## config.mk

```make
export PLATFORM = sky130hd
export DESIGN_NAME = inst_mem_loader
export DESIGN_NICKNAME = d
export VERILOG_FILES = /design/src/rtl/loader_pkg.sv /design/src/rtl/byte_packer.sv /design/src/rtl/inst_mem_loader.sv
export SDC_FILE = /design/constraint.sdc
export NUM_CORES = 1
export LEC_CHECK = 0
export BUFFER_PORTS_ARGS = -buffer_cell sky130_fd_sc_hd__buf_2
export CORE_ASPECT_RATIO = 0.8
export CORE_MARGIN = 4
export CORE_UTILIZATION = 40
export CTS_BUF_LIST = sky130_fd_sc_hd__clkbuf_8
export CTS_CLUSTER_SIZE = 8
export DETAILED_ROUTE_END_ITERATION = 7
export GPL_ROUTABILITY_DRIVEN = 1
export PLACE_DENSITY_LB_ADDON = 0.05
export SLEW_MARGIN = 15
export SYNTH_ARGS = -nofsm -noshare
export SYNTH_HDL_FRONTEND = slang
export SYNTH_SLANG_ARGS = --single-unit
```

## constraint.sdc

```tcl
create_clock -name clk -period 4.2 [get_ports clk]
set_clock_uncertainty 0.05 [all_clocks]
set_input_delay 1.26 -clock clk [delete_from_list [all_inputs] [get_ports clk]]
set_output_delay 1.26 -clock clk [all_outputs]
set_load 0.02 [all_outputs]
```

## src/rtl/loader_pkg.sv

```systemverilog
// Shared types and constants for the instruction-memory loader.
package loader_pkg;

    typedef enum logic [1:0] {
        StIdle  = 2'd0,
        StLoad  = 2'd1,
        StWrite = 2'd2,
        StDone  = 2'd3
    } loaderState_e;

    localparam int unsigned WORD_BYTES    = 4;
    localparam logic [31:0] ADDR_STEP     = 32'd4;
    localparam logic [1:0]  LAST_BYTE_IDX = 2'(WORD_BYTES - 1);

endpackage

```

## src/rtl/byte_packer.sv

```systemverilog
// Shifts bytes in big-endian order into a 32-bit word; full flags that the
// next push completes the word.
module byte_packer
    import loader_pkg::*;
(
    input  logic        clk,
    input  logic        rst,
    input  logic        clr,
    input  logic        push,
    input  logic [7:0]  byte_in,
    output logic [31:0] word_out,
    output logic        full
);

    logic [31:0] wordQ;
    logic [1:0]  idxQ;

    always_ff @(posedge clk) begin
        if (rst || clr) begin
            wordQ <= '0;
            idxQ  <= '0;
        end else if (push) begin
            wordQ <= {wordQ[23:0], byte_in};
            idxQ  <= idxQ + 2'd1;
        end
    end

    assign word_out = wordQ;
    assign full     = (idxQ == LAST_BYTE_IDX);

endmodule

```

## src/rtl/inst_mem_loader.sv

```systemverilog
// Fills INST_MEM from a byte stream, stalling the CPU during the load and
// restarting fetch from BASE_ADDR once the last word is written.
module inst_mem_loader
    import loader_pkg::*;
#(
    parameter logic [31:0] BASE_ADDR = 32'h0000_0000,
    parameter int unsigned MAX_WORDS = 256,
    parameter int unsigned CNT_W     = $clog2(MAX_WORDS + 1)
) (
    input  logic             clk,
    input  logic             rst,
    input  logic             start,
    input  logic [CNT_W-1:0] word_count,
    input  logic             abort,
    input  logic             in_valid,
    input  logic [7:0]       in_data,
    output logic             in_ready,
    output logic             mem_we,
    output logic [31:0]      mem_addr,
    output logic [31:0]      mem_wdata,
    output logic             cpu_hold,
    output logic             pc_clear,
    output logic             done,
    output logic             error
);

    loaderState_e     stateQ, stateD;
    logic [31:0]      addrQ, addrD;
    logic [CNT_W-1:0] remainQ, remainD;
    logic             holdQ, errorQ, errorD;
    logic             push, packClr, lastByte;
    logic [31:0]      packedWord;

    byte_packer uPacker (
        .clk      (clk),
        .rst      (rst),
        .clr      (packClr),
        .push     (push),
        .byte_in  (in_data),
        .word_out (packedWord),
        .full     (lastByte)
    );

    assign push = in_valid & in_ready;

    always_comb begin
        stateD  = stateQ;
        addrD   = addrQ;
        remainD = remainQ;
        errorD  = 1'b0;
        packClr = 1'b0;
        unique case (stateQ)
            StIdle: begin
                if (start) begin
                    if (word_count == '0) begin
                        stateD = StDone;
                    end else if (word_count > CNT_W'(MAX_WORDS)) begin
                        errorD = 1'b1;
                    end else begin
                        stateD  = StLoad;
                        remainD = word_count;
                        addrD   = BASE_ADDR;
                        packClr = 1'b1;
                    end
                end
            end
            StLoad: begin
                if (abort) begin
                    stateD  = StIdle;
                    addrD   = BASE_ADDR;
                    packClr = 1'b1;
                end else if (push && lastByte) begin
                    stateD = StWrite;
                end
            end
            StWrite: begin
                // The write itself happens this cycle regardless of abort.
                if (abort) begin
                    stateD  = StIdle;
                    addrD   = BASE_ADDR;
                    packClr = 1'b1;
                end else begin
                    addrD   = addrQ + ADDR_STEP;
                    remainD = remainQ - CNT_W'(1);
                    stateD  = (remainQ == CNT_W'(1)) ? StDone : StLoad;
                end
            end
            StDone: begin
                stateD = StIdle;
                addrD  = BASE_ADDR;
            end
            default: stateD = StIdle;
        endcase
    end

    always_ff @(posedge clk) begin
        if (rst) begin
            stateQ  <= StIdle;
            addrQ   <= BASE_ADDR;
            remainQ <= '0;
            holdQ   <= 1'b0;
            errorQ  <= 1'b0;
        end else begin
            stateQ  <= stateD;
            addrQ   <= addrD;
            remainQ <= remainD;
            holdQ   <= (stateD != StIdle);
            errorQ  <= errorD;
        end
    end

    assign in_ready  = (stateQ == StLoad);
    assign mem_we    = (stateQ == StWrite);
    assign mem_addr  = addrQ;
    assign mem_wdata = packedWord;
    assign cpu_hold  = holdQ;
    assign done      = (stateQ == StDone);
    assign pc_clear  = (stateQ == StDone);
    assign error     = errorQ;

endmodule

```

==> results by stage <==
Logic synthesis:
- Synthesis produced roughly 440 cells.
- The share of synthesized area occupied by flip-flops and latches is a little over two fifths.
- The most used flip-flop cell after synthesis is dfxtp_1.
- The mapped cell area is about 3600 um^2.
- In the synthesized netlist the async set-or-reset flop fraction comes to 0%.
- In this run the mean area of a mapped cell was around 8.2 um^2.
- The total number of yosys warnings is 0.
- The count of distinct cell types in the synthesized netlist is 55.
- The count of state elements after synthesis is 77.
- The number of flops mapped to enable cells by yosys is 0.

Worst setup path:
- The endpoint type of the worst setup path is a flop.
- The slowest stage of the critical path belongs to the cell or4_1.
- At the worst endpoint, the arrival time is between 3 and 4 ns.
- The category of the worst setup path launch point is a primary input.
- STA puts the critical path data required time at 4.43 ns.
- The number of cell instances on the worst register-to-register path is 7.
- Walking the worst path, the cells encountered are buf_2, nor4_1, nand2_1, ha_1, or3b_4, a211o_4, or4_1, a21oi_1.
- Along the worst path, the maximum fanout reaches 27.
- The setup path with the least slack is of type primary input to flop.
- The maximum cell stage delay along the critical path is about 0.53 ns.
- The start point of the critical path is word_count[6].
- The launch instance of the worst register-to-register path is stateQ[0].

Die:
- The core region is approximately 8600 um^2.
- The overall die area is 10590 um^2.
- The starting density of the core is a little over two fifths.
- For this design the top-level I/O count stands at slightly above 90.
- The die is just over 90 um tall.
- In this run the horizontal extent of the chip is 114.1 um.
- In this run the core area contains 30 standard-cell rows.

Clock tree:
- The clock root buffer is clkbuf_8.
- The number of gates resized after CTS is 0.
- The setup fix buffers added after clock tree synthesis is 0.
- The H-tree depth is 3.
- The clock slew at the register clock pins of the worst setup and hold paths is approximately 0.090 ns.
- The number of buffers created by CTS is 9.
- The cts-stage hold buffer count is 0.
- The worst-skew pair later-pin latency is between 0.3 and 0.4 ns.
- For this design, the sink count on the clock tree is 77.
- TritonCTS built the clock tree.
- The longest clock path from root to sink contains 2 buffers.

Timing:
- The normalized max-slew margin is 26.53%.
- The number of endpoints with negative hold slack in the final report is 0.
- The final setup TNS is 0 ns.
- For the pin with the worst max-slew slack, the measured transition is around 1.1 ns.
- Setup repair after global routing left no endpoint under its margin.
- The number of pins with negative max-slew slack in the final report is 0.
- The shortest clock period the worst path allows after layout is around 3.5 ns.
- Static timing analysis puts the maximum clock frequency at 289.6 MHz.
- The final critical-path share of the clock period is about 82%.
- Setup violations remaining at the end of the flow were counted as 0.

Placement:
- Counting tap cells, the placed design contains a total of between 600 and 700 instances.
- The routability-driven placement congestion ratio is slightly above 0.8.
- The HPWL after detailed placement is between 6 and 7 mm.
- The number of port buffers is slightly below 90.

Layout:
- The combined flip-flop and latch cell area is 1541 um^2.
- Leaving out fill and tap cells, the most frequent cells in the layout are buf_2 (89), nand2_1 (79), dfxtp_1 (77), a21oi_1 (70), or4_1 (18).
- Leaving out fill and tap cells, the most frequent cell in the layout is buf_2.
- Cells with a size suffix above 1 make up between 20% and 30% of the layout.
- Relative to the synthesized area, the layout overhead comes to 19.67%.
- The combined area of the multi-input logic cells is approximately 1900 um^2.
- The number of antenna diodes in the final layout is 0.
- The layout has about 890 filler cells.
- The finished layout holds between 600 and 700 standard cells, fillers aside.
- At the end of the flow, the number of nets in the layout was 550.

Min path:
- The worst hold path belongs to the class flop to flop.
- The worst hold path passes through 2 cells.
- The startpoint identified for the worst hold timing path is uPacker.word_out[29].

GRT:
- The total global routing track utilization is between 10% and 20%.
- The total overflow left after global routing is 0.
- The initial antenna violation count came to 0.
- The first global-routing pass estimated roughly 15 mm of wire.
- The via count of the first global-routing pass was 3206.
- Entering global routing, the biggest net connects 35 pins.

Routing:
- The total wire length after detailed routing is about 9.5 mm.
- The first TritonRoute pass finished after 4 iterations.
- The post-route DRC violation count is 0.
- The routed wire length per instance is 15.03 um.
- The total via count after detailed routing is between 3000 and 4000.
- The number of antenna-violating nets in the routed design is 0.
- The detailed-route vias per instance is between 5 and 6.
- In this run, the number of DRC markers left after iteration 0 of detailed routing was ~210.

Power:
- The switching part of the total power is 33.16%.
- The power dissipated by switching net loads is approximately 600 uW.
- The design internal power is 1.178 mW.
- The relative contribution of the clock network to total power is between 30 and 40%.
- The peak ir drop on the vdd network is about 190 uV.
- Summed over all cells, the static leakage comes to 1.669 nW.
- Combinational cells account for a little over a fifth of the total power.
- The share of total power dissipated in sequential elements is between 40% and 50%.
- Power spread over the standard cell area amounts to about 400 nW/um^2.

Outcome:
- The flow ran to the end, and the final reports show no timing, DRC or antenna violations.

Flow run:
- The tool flagged a number of max-cap violations equal to 0.
## power by group through the flow
stage	registers [mW]	clock network (mW)	logic, mW
floorplan	0.825	0	0.264
global placement	0.820	0	0.379
detailed placement	0.821	0	0.383
CTS	0.804	0.583	0.385
global route	0.812	0.618	0.432
finish	0.804	0.569	0.388
## critical path: cells and delay by family
| kind | cells | cell delay [ns] |
|---|---|---|
| AOI/OAI and AO/OA | 2 | 0.61 |
| buffers and inverters | 1 | 0.12 |
| adders and majority gates | 1 | 0.25 |
| and+or+nand+nor | 4 | 1.42 |
## final cells by class
| cell class | instances | share of cell area (%) |
|---|---|---|
| Clock buffer | 9 | 2.875 |
| Tap cell | 112 | 3.252 |
| Inverter | 12 | 1.045 |
| Multi-Input combinational cell | 323 | 44.13 |
| Clock inverter | 7 | 1.713 |
| Timing Repair Buffer | 94 | 11.21 |
| Sequential cell | 77 | 35.77 |
## Yosys cell counts, types with 3 or more instances
cell type   n  area share (%)
a211oi_1    3            0.63
a21o_1      3            0.63
a21oi_1    70             9.7
and2_1      4            0.69
and4_1      5             1.2
buf_4       3            0.63
clkbuf_1   22             2.3
dfxtp_1    77              43
ha_1       11             3.8
inv_1      12             1.3
nand2_1    79             8.2
nand2b_1    6             1.0
nand3_1    10             1.4
nand4_1     9             1.6
nor2_1     14             1.5
nor2b_1     4            0.69
nor3_1      3            0.42
nor4_1      4            0.69
nor4b_1     3            0.73
o21ai_0    17             2.4
o31ai_1    17             3.5
or3_1       4            0.69
or4_1      18             3.8
xnor2_1     3            0.73
xor2_1      3            0.73
## through the flow
stage	hold WS, ns	cell area [um^2]	power [mW]	setup slack, ns	utilization [%]
after floorplan	0.3900	3605	1.088	0.7201	-
after CTS	0.4069	4309	1.771	0.7653	49.91
after detailed placement	0.3939	4111	1.204	0.3935	47.62
after global routing	0.4287	4309	1.862	0.5449	49.91
final	0.4053	4309	1.762	0.7475	49.91
after global placement	0.3925	4111	1.200	0.4356	47.62
## routing by layer
| metal | global-route usage, % | wire, um | share of wire (%) |
|---|---|---|---|
| met1 | 24.63 | 4611 | 48 |
| met2 | 26.07 | 4046 | 42 |
| met3 | 6.532 | 771 | 8.1 |
| met4 | 5.242 | 97 | 1.0 |
| met5 | 0 | 0 | 0 |
## sequential cells by signal, indices dropped and copies added (netlist names)
signal and cells:
stateQ 2, uPacker.idxQ 2, mem_addr 30, error 1, uPacker.word_out 32, remainQ 9
cpu_hold 1
## cells by family after synthesis
group	Yosys count	share of synthesized area (%)
adder cells (fa/ha/maj)	11	3.822
AND/OR/NAND/NOR	170	24.43
XOR/XNOR	6	1.460
multiplexers	1	0.2780
buffers and inverters	39	4.586
flip-flops	77	42.81
other	1	0.1041
AO/OA/AOI/OAI	133	22.52
## worst paths after layout
| kind | endpoint | slack (ns) |
|---|---|---|
| max | mem_addr[19] | 0.75 |
| min reg2reg | uPacker.word_out[29] | 0.41 |
| max reg2reg | remainQ[6] | 1.81 |
| min | uPacker.word_out[29] | 0.41 |
No activity file was read; power rests on OpenSTA's default activity.
